[src/rtl/uart_rx_cfg.sv]
// uart_rx_cfg: oversampling UART receiver with configurable width, parity and stop bits.
// Every bit is a 3-sample majority vote; words leave through one valid/ready holding register.
module uart_rx_cfg #(
  parameter int NB_DATA    = 8,
  parameter int OVERSAMPLE = 16,
  parameter int N_STOP     = 1,
  parameter int PARITY_EN  = 0,
  parameter int PARITY_ODD = 0
) (
  input  logic               i_clock,
  input  logic               i_reset,
  input  logic               i_tick,
  input  logic               i_rx,
  input  logic               i_ready,
  output logic               o_valid,
  output logic [NB_DATA-1:0] o_data,
  output logic               o_parity_err,
  output logic               o_frame_err,
  output logic               o_break,
  output logic               o_overrun
);

  localparam int SW = $clog2(OVERSAMPLE);
  localparam int NW = $clog2(NB_DATA);
  localparam logic [SW-1:0] S_SAMP0     = SW'(OVERSAMPLE / 2 - 1);
  localparam logic [SW-1:0] S_SAMP1     = SW'(OVERSAMPLE / 2);
  localparam logic [SW-1:0] S_SAMP2     = SW'(OVERSAMPLE / 2 + 1);
  localparam logic [SW-1:0] S_LAST      = SW'(OVERSAMPLE - 1);
  localparam logic [NW-1:0] N_LAST_DATA = NW'(NB_DATA - 1);
  localparam logic [NW-1:0] N_LAST_STOP = NW'(N_STOP - 1);

  typedef enum logic [2:0] {IDLE, START, DATA, PARITY, STOP} state_t;

  state_t             state;
  state_t             state_next;
  logic               rx_meta;
  logic               rx_sync;
  logic [SW-1:0]      s;
  logic [NW-1:0]      n;
  logic [NB_DATA-1:0] shreg;
  logic [2:0]         samp;
  logic               par_bit;
  logic               stop_err;
  logic               vote_mid;
  logic               vote_end;
  logic               frame_done;
  logic               done_ferr;
  logic               done_perr;
  logic               done_brk;

  // Both synchronizer flops reset high so a reset never looks like a start edge.
  always_ff @(posedge i_clock) begin
    if (i_reset) begin
      rx_meta <= 1'b1;
      rx_sync <= 1'b1;
    end else begin
      rx_meta <= i_rx;
      rx_sync <= rx_meta;
    end
  end

  always_ff @(posedge i_clock) begin
    if (i_reset) state <= IDLE;
    else         state <= state_next;
  end

  always_comb begin
    state_next = state;
    case (state)
      IDLE:   if (i_tick && !rx_sync) state_next = START;
      START:  if (i_tick) begin
                if ((s == S_SAMP2) && vote_mid) state_next = IDLE;
                else if (s == S_LAST)          state_next = DATA;
              end
      DATA:   if (i_tick && (s == S_LAST) && (n == N_LAST_DATA))
                state_next = (PARITY_EN != 0) ? PARITY : STOP;
      PARITY: if (i_tick && (s == S_LAST)) state_next = STOP;
      STOP:   if (frame_done) state_next = IDLE;
      default: state_next = IDLE;
    endcase
  end

  // The last stop bit is judged at the third sample point so the line has half a bit to settle.
  always_comb begin
    vote_mid   = (samp[0] & samp[1]) | (samp[0] & rx_sync) | (samp[1] & rx_sync);
    vote_end   = (samp[0] & samp[1]) | (samp[0] & samp[2]) | (samp[1] & samp[2]);
    frame_done = i_tick && (state == STOP) && (s == S_SAMP2) && (n == N_LAST_STOP);
    done_ferr  = stop_err | ~vote_mid;
    done_perr  = (PARITY_EN != 0) && ((^shreg) ^ par_bit ^ (PARITY_ODD != 0));
    done_brk   = done_ferr && (shreg == '0) && ((PARITY_EN == 0) || !par_bit);
  end

  always_ff @(posedge i_clock) begin
    if (i_reset) begin
      s        <= '0;
      n        <= '0;
      shreg    <= '0;
      samp     <= '0;
      par_bit  <= 1'b0;
      stop_err <= 1'b0;
    end else if (i_tick) begin
      if (s == S_SAMP0) samp[0] <= rx_sync;
      if (s == S_SAMP1) samp[1] <= rx_sync;
      if (s == S_SAMP2) samp[2] <= rx_sync;
      case (state)
        IDLE: begin
          s        <= '0;
          n        <= '0;
          stop_err <= 1'b0;
        end
        START: begin
          n <= '0;
          s <= (s == S_LAST) ? '0 : s + 1'b1;
        end
        DATA: begin
          if (s == S_LAST) begin
            shreg <= {vote_end, shreg[NB_DATA-1:1]};
            s     <= '0;
            n     <= (n == N_LAST_DATA) ? '0 : n + 1'b1;
          end else begin
            s <= s + 1'b1;
          end
        end
        PARITY: begin
          if (s == S_LAST) begin
            par_bit <= vote_end;
            s       <= '0;
          end else begin
            s <= s + 1'b1;
          end
        end
        STOP: begin
          if (frame_done) begin
            s <= '0;
            n <= '0;
          end else if (s == S_LAST) begin
            stop_err <= stop_err | ~vote_end;
            s        <= '0;
            n        <= n + 1'b1;
          end else begin
            s <= s + 1'b1;
          end
        end
        default: begin
          s <= '0;
          n <= '0;
        end
      endcase
    end
  end

  // A completed frame loads only if the register is empty or being drained this very cycle.
  always_ff @(posedge i_clock) begin
    if (i_reset) begin
      o_valid      <= 1'b0;
      o_data       <= '0;
      o_parity_err <= 1'b0;
      o_frame_err  <= 1'b0;
      o_break      <= 1'b0;
      o_overrun    <= 1'b0;
    end else begin
      o_break <= 1'b0;
      if (frame_done) begin
        o_break <= done_brk;
        if (!o_valid || i_ready) begin
          o_valid      <= 1'b1;
          o_data       <= shreg;
          o_parity_err <= done_perr;
          o_frame_err  <= done_ferr;
          if (o_valid) o_overrun <= 1'b0;
        end else begin
          o_overrun <= 1'b1;
        end
      end else if (o_valid && i_ready) begin
        o_valid   <= 1'b0;
        o_overrun <= 1'b0;
      end
    end
  end

endmodule

[config.mk]
export PLATFORM = sky130hd
export DESIGN_NAME = uart_rx_cfg
export DESIGN_NICKNAME = d
export VERILOG_FILES = /design/src/rtl/uart_rx_cfg.sv
export SDC_FILE = /design/constraint.sdc
export NUM_CORES = 1
export LEC_CHECK = 0
export CORE_ASPECT_RATIO = 0.5
export CORE_MARGIN = 2
export CORE_UTILIZATION = 48
export CTS_BUF_LIST = sky130_fd_sc_hd__clkbuf_8
export DETAILED_ROUTE_END_ITERATION = 8
export GPL_TIMING_DRIVEN = 0
export PLACE_DENSITY = 0.69
export SYNTH_ARGS = -nofsm -noshare
export SYNTH_HDL_FRONTEND = slang
export SYNTH_SLANG_ARGS = --single-unit
[constraint.sdc]
create_clock -name i_clock -period 4.6 [get_ports i_clock]
set_clock_uncertainty 0.2 [all_clocks]
set_input_delay 0.46 -clock i_clock [delete_from_list [all_inputs] [get_ports i_clock]]
set_output_delay 0.46 -clock i_clock [all_outputs]
set_load 0.02 [all_outputs]
Word-level counts from Yosys, hierarchy flattened --
Index checks and enable logic that the tools add are counted. Widths: inputs -> output; s select.
Storage, ports and cells: word-level logic and storage cells 107, input bits 5, output and inout bits 13, register bits after elaboration 36
Operators by class: add/subtract/negate cells 2, mux-type cells 25, reduce and logical (&&, ||, !) cells 29, bitwise logic cells 15, equality and inequality tests 21
Operator list (number):
- $mux 3 | 11
- $ne 2x2->1 const B | 8
- $pmux 3 s5 | 1
- $eq 4x4->1 const B | 3
- $reduce_and 2->1 | 6
- $logic_and 1x1->1 | 9
- $ne 3x3->1 const B | 3
- $pmux 3 s3 | 1
- $logic_not 8->1 | 1
- $mux 1 | 8
- $mux 4 | 2
- $pmux 4 s2 | 1
- $reduce_and 4->1 | 2
- $eq 3x2->1 const B | 2
- $eq 3x3->1 const B | 2
- $logic_not 3->1 | 2
- $or 1x1->1 | 6
- $reduce_and 6->1 | 1
- $and 1x1->1 | 5
- $add 4x1->4 const B | 1
- $eq 4x3->1 const B | 1
- $not 1->1 | 4
- $reduce_bool 2->1 | 2
- $add 3x1->3 const B | 1
- other kinds (8) | 9

Longest topological paths before layout --
word-level depth 8, mapped depth 7, gate-level depth less buffers 6

Least setup slack after synthesis --
Ideal clock, no wire load.
kind input to register, start point input i_tick, end point register o_data[4], stages on the path 6, slack 2.726 ns, arrival 1.547 ns, cell sequence buf_2 -> nand4b_1 -> nor4b_4 -> buf_6 -> mux2i_1 -> nor2_1
Between the ends: longest elaborated chain between the ends 4
Ends and longest elaborated chain:
- from (decl) | RTL line 12 | input logic i_tick,
- $logic_and 1x1->1 (3 in series) | RTL line 87 | frame_done = i_tick && (state == STOP) && (s == S_SAMP2) && (n == N_LAST_STOP);
- $reduce_and 2->1 (no line)
- to (signal assigned) | RTL line 167 | o_data <= shreg;
- to (decl) | RTL line 16 | output logic [NB_DATA-1:0] o_data,
No other way between the ends. A chain may end at the register's enable or synchronous reset.

Worst setup path in the final report --
start point input i_tick, end point register o_data[6]
The elaborated chain is that of the path after synthesis.

==> impl_metrics.tcl <==
set metrics [dict create \
    holdWs_ns 0.216 \
    synthCells 188 \
    clkTransAtPathRegs_ns 0.07 \
    syn2layout_area_growth_pct 18.3 \
    setup_viol 0 \
    io_buffers 16 \
    worst-r2r-setup-slack_ns 2.56 \
    finalCritPeriodShare_pct 48.9 \
    cts_max_level 2 \
    critPathTopFamily "buffers and inverters" \
    p_total_mw 0.565 \
    die-area_um2 4140 \
    vias 1422 \
    io_pins 18 \
    r2r_cells 5 \
    die_width_um 89.0 \
    cts.path.max_buffers 2 \
    synth-main-ff-cell "dfxtp_1" \
    drt-total-wl_um 3560 \
    synth_seq_cells 36 \
    fillers 327 \
    core_area_um2 3450 \
    p_per_area_nw_per_um2 275 \
    holdPathStages 1 \
    ys_types 47 \
    drive_gt1_share_pct 9.43 \
    slew_headroom_pct 61.2 \
    crit_required_ns 4.56 \
    postCtsResizedCells 0 \
    hp-start "rx_meta" \
    drc_errors 0 \
    nets 222 \
    clock-sinks 36 \
    synthesis.area_um2 1730 \
    clk_latency_ns 0.28 \
    post_cts_buffers 0 \
    instances_no_fill 263 \
    ys_warn_count 0 \
    min_path_type "reg -> reg" \
    critical_path.startpoint_type "input pin" \
    cts_inserted_buffers 5 \
    synth_area_leaders "dfxtp_1 (42%), mux2i_1 (10%), nor2_1 (6.1%)" \
    start_util_pct 50.2 \
    critical-path-slowest-cell "clkdlybuf4s50_1" \
    critPathMaxFanout 10 \
    ys_seq_area_share_pct 41.6 \
    rr_endpoint "shreg[2]" \
    dr.first_iter.drc_count 106 \
    crit_arrival_ns 2.20 \
    wire_per_inst_um 13.5 \
    tritoncts "yes" \
    grt_pass1_wl_um 5740 \
    outcome "finished, final reports clean" \
    crit_chain "clkdlybuf4s50_1, buf_2, nand4b_1, nor4b_4, buf_6, mux2i_1, nor2_1" \
    tightestPinTransition_ns 0.574 \
    tns_ns 0 \
    rr_startpoint "s[0]" \
    gp_routability_congestion 0.820 \
    slew_violations 0 \
    rsz0062_at_grt "no" \
    path_class "in -> reg" \
    root_buffer "clkbuf_8" \
    routed_via_density 5.41 \
    fmax_mhz 445 \
    synth-edff-count 0 \
    grt_pass1_vias 1246 \
    antennaDiodeCount 0 \
    final_hold_viol_count 0 \
    yosysTopAreaCell "dfxtp_1" \
    worstPathBufferInverterCount 3 \
    hold_end "rx_sync" \
    firstDrtPassIters 4 \
    antenna_found_initial 0 \
    dpl.hpwl_um 2590 \
    antenna_left 0 \
    dp.cells 255 \
    ctsHoldBuffers 0 \
    crit_start "i_tick" \
    endpoint_kind "register" \
    max_cap_violations 0 \
    grt_overflow_total 0 \
    p_leak_nw 0.716 \
    grt_max_degree 12 \
    track_usage_pct 19.0 \
    cpPeakStageDelay_ns 0.47 \
    fin_crit_ns 2.25 \
    avgSynthCellArea_um2 9.22 \
    synth_top_area_share_pct 41.6 \
    vdd_drop_max_uv 180 \
    rows 15 \
    die-height_um 46.5 \
    syn-num-nets 199 \
    ys_async_sr_fraction_pct 0 \
]
-- how the worst max path moves through the flow --
| stage | cells after the start | endpoint | slack, ns |
|---|---|---|---|
| 2_1_floorplan | 6 | o_data[4] | 2.73 |
| 3_5_place_dp | 7 | o_data[2] | 2.06 |
| 6_report | 7 | o_data[6] | 2.35 |
| 3_3_place_gp | 7 | o_data[6] | 2.05 |
| 5_1_grt | 7 | o_data[2] | 2.25 |
| 4_1_cts | 7 | o_data[2] | 2.36 |
-- where the power goes --
part | internal (mW) | switching (mW)
Sequential | 0.312 | 0.00103
Combinational | 0.00703 | 0.0122
Clock | 0.119 | 0.112
-- cell type report --
class                      instances  area (um^2)  area share [%]
buffer                            10         60.1            2.93
sequential                        36          721            35.1
multi-input combinational        136          930            45.3
inverter                           6         22.5            1.10
clock inverter                     2         11.3           0.549
tap                               51         63.8            3.11
clock buffer                       6         82.6            4.03
timing repair buffer              16          160            7.81
-- metrics by stage --
stage / instance area, um^2 / utilization (%) / setup WS, ns
after global routing: 2050 / 59.4 / 2.25
after global placement: 1960 / 56.7 / 2.05
after CTS: 2050 / 59.4 / 2.36
final: 2050 / 59.4 / 2.35
after floorplan: 1730 / - / 2.73
after detailed placement: 1960 / 56.7 / 2.06
-- state kept, by name, indices dropped and copies added, names as in the netlist, 3 cells and up --
signal and cells:
n 3, samp 3, s 4, shreg 8, state 3, o_data 8
-- routing by layer --
layer	up-vias	global-route usage, %	part of all wire [%]
li1	714	-	-
met1	672	25.2	48
met2	32	29.9	44
met3	4	5.56	6.8
met4	0	6.57	0.82
met5	-	0	0
-- Yosys cell counts, drive strengths merged, types with 2 or more instances --
cell type	count
inv	6
a211oi	4
nor3	5
a21oi	11
and3	2
buf	6
o21ai	4
nor3b	2
maj3	2
nor2	29
nand3	4
and2	2
o211ai	2
nand2	9
o2111ai	3
a211o	2
nand2b	5
ha	6
mux2i	18
nor4b	2
o22ai	2
or2	2
and4b	2
nand4b	3
nor2b	2
clkbuf	4
dfxtp	36
-- cells by family (layout without fill, tap and decap cells) --
family          count (synthesis)  count (layout)  synth area share, %
mux                            18              18                 10.4
simple gates                   75              75                 24.2
buf+inv                        16              40                 4.76
other cells                     1               1                0.216
compound gates                 34              34                 13.4
fa+ha+maj                       8               8                 5.49
flops                          36              36                 41.6
-- cell usage in the layout (no fill, tap or decap), types with 2 or more instances in the layout --
cell type and instances:
o22ai_1 2, clkbuf_8 6, nor2_1 28, clkbuf_1 4, nor3b_1 2, nor2b_1 2
o2111ai_1 3, o211ai_1 2, nand2_1 9, or2_2 2, o21ai_0 4, buf_2 3
clkdlybuf4s50_1 16, dfxtp_1 36, maj3_1 2, a211oi_1 3, nand2b_1 5, nand4b_1 3
mux2i_1 18, buf_6 2, nor3_1 4, nand3_1 4, ha_1 6, inv_1 7
a21oi_1 10, and2_1 2, and4b_1 2, a211o_1 2, and3_1 2
No activity file was read; power rests on OpenSTA's default activity.
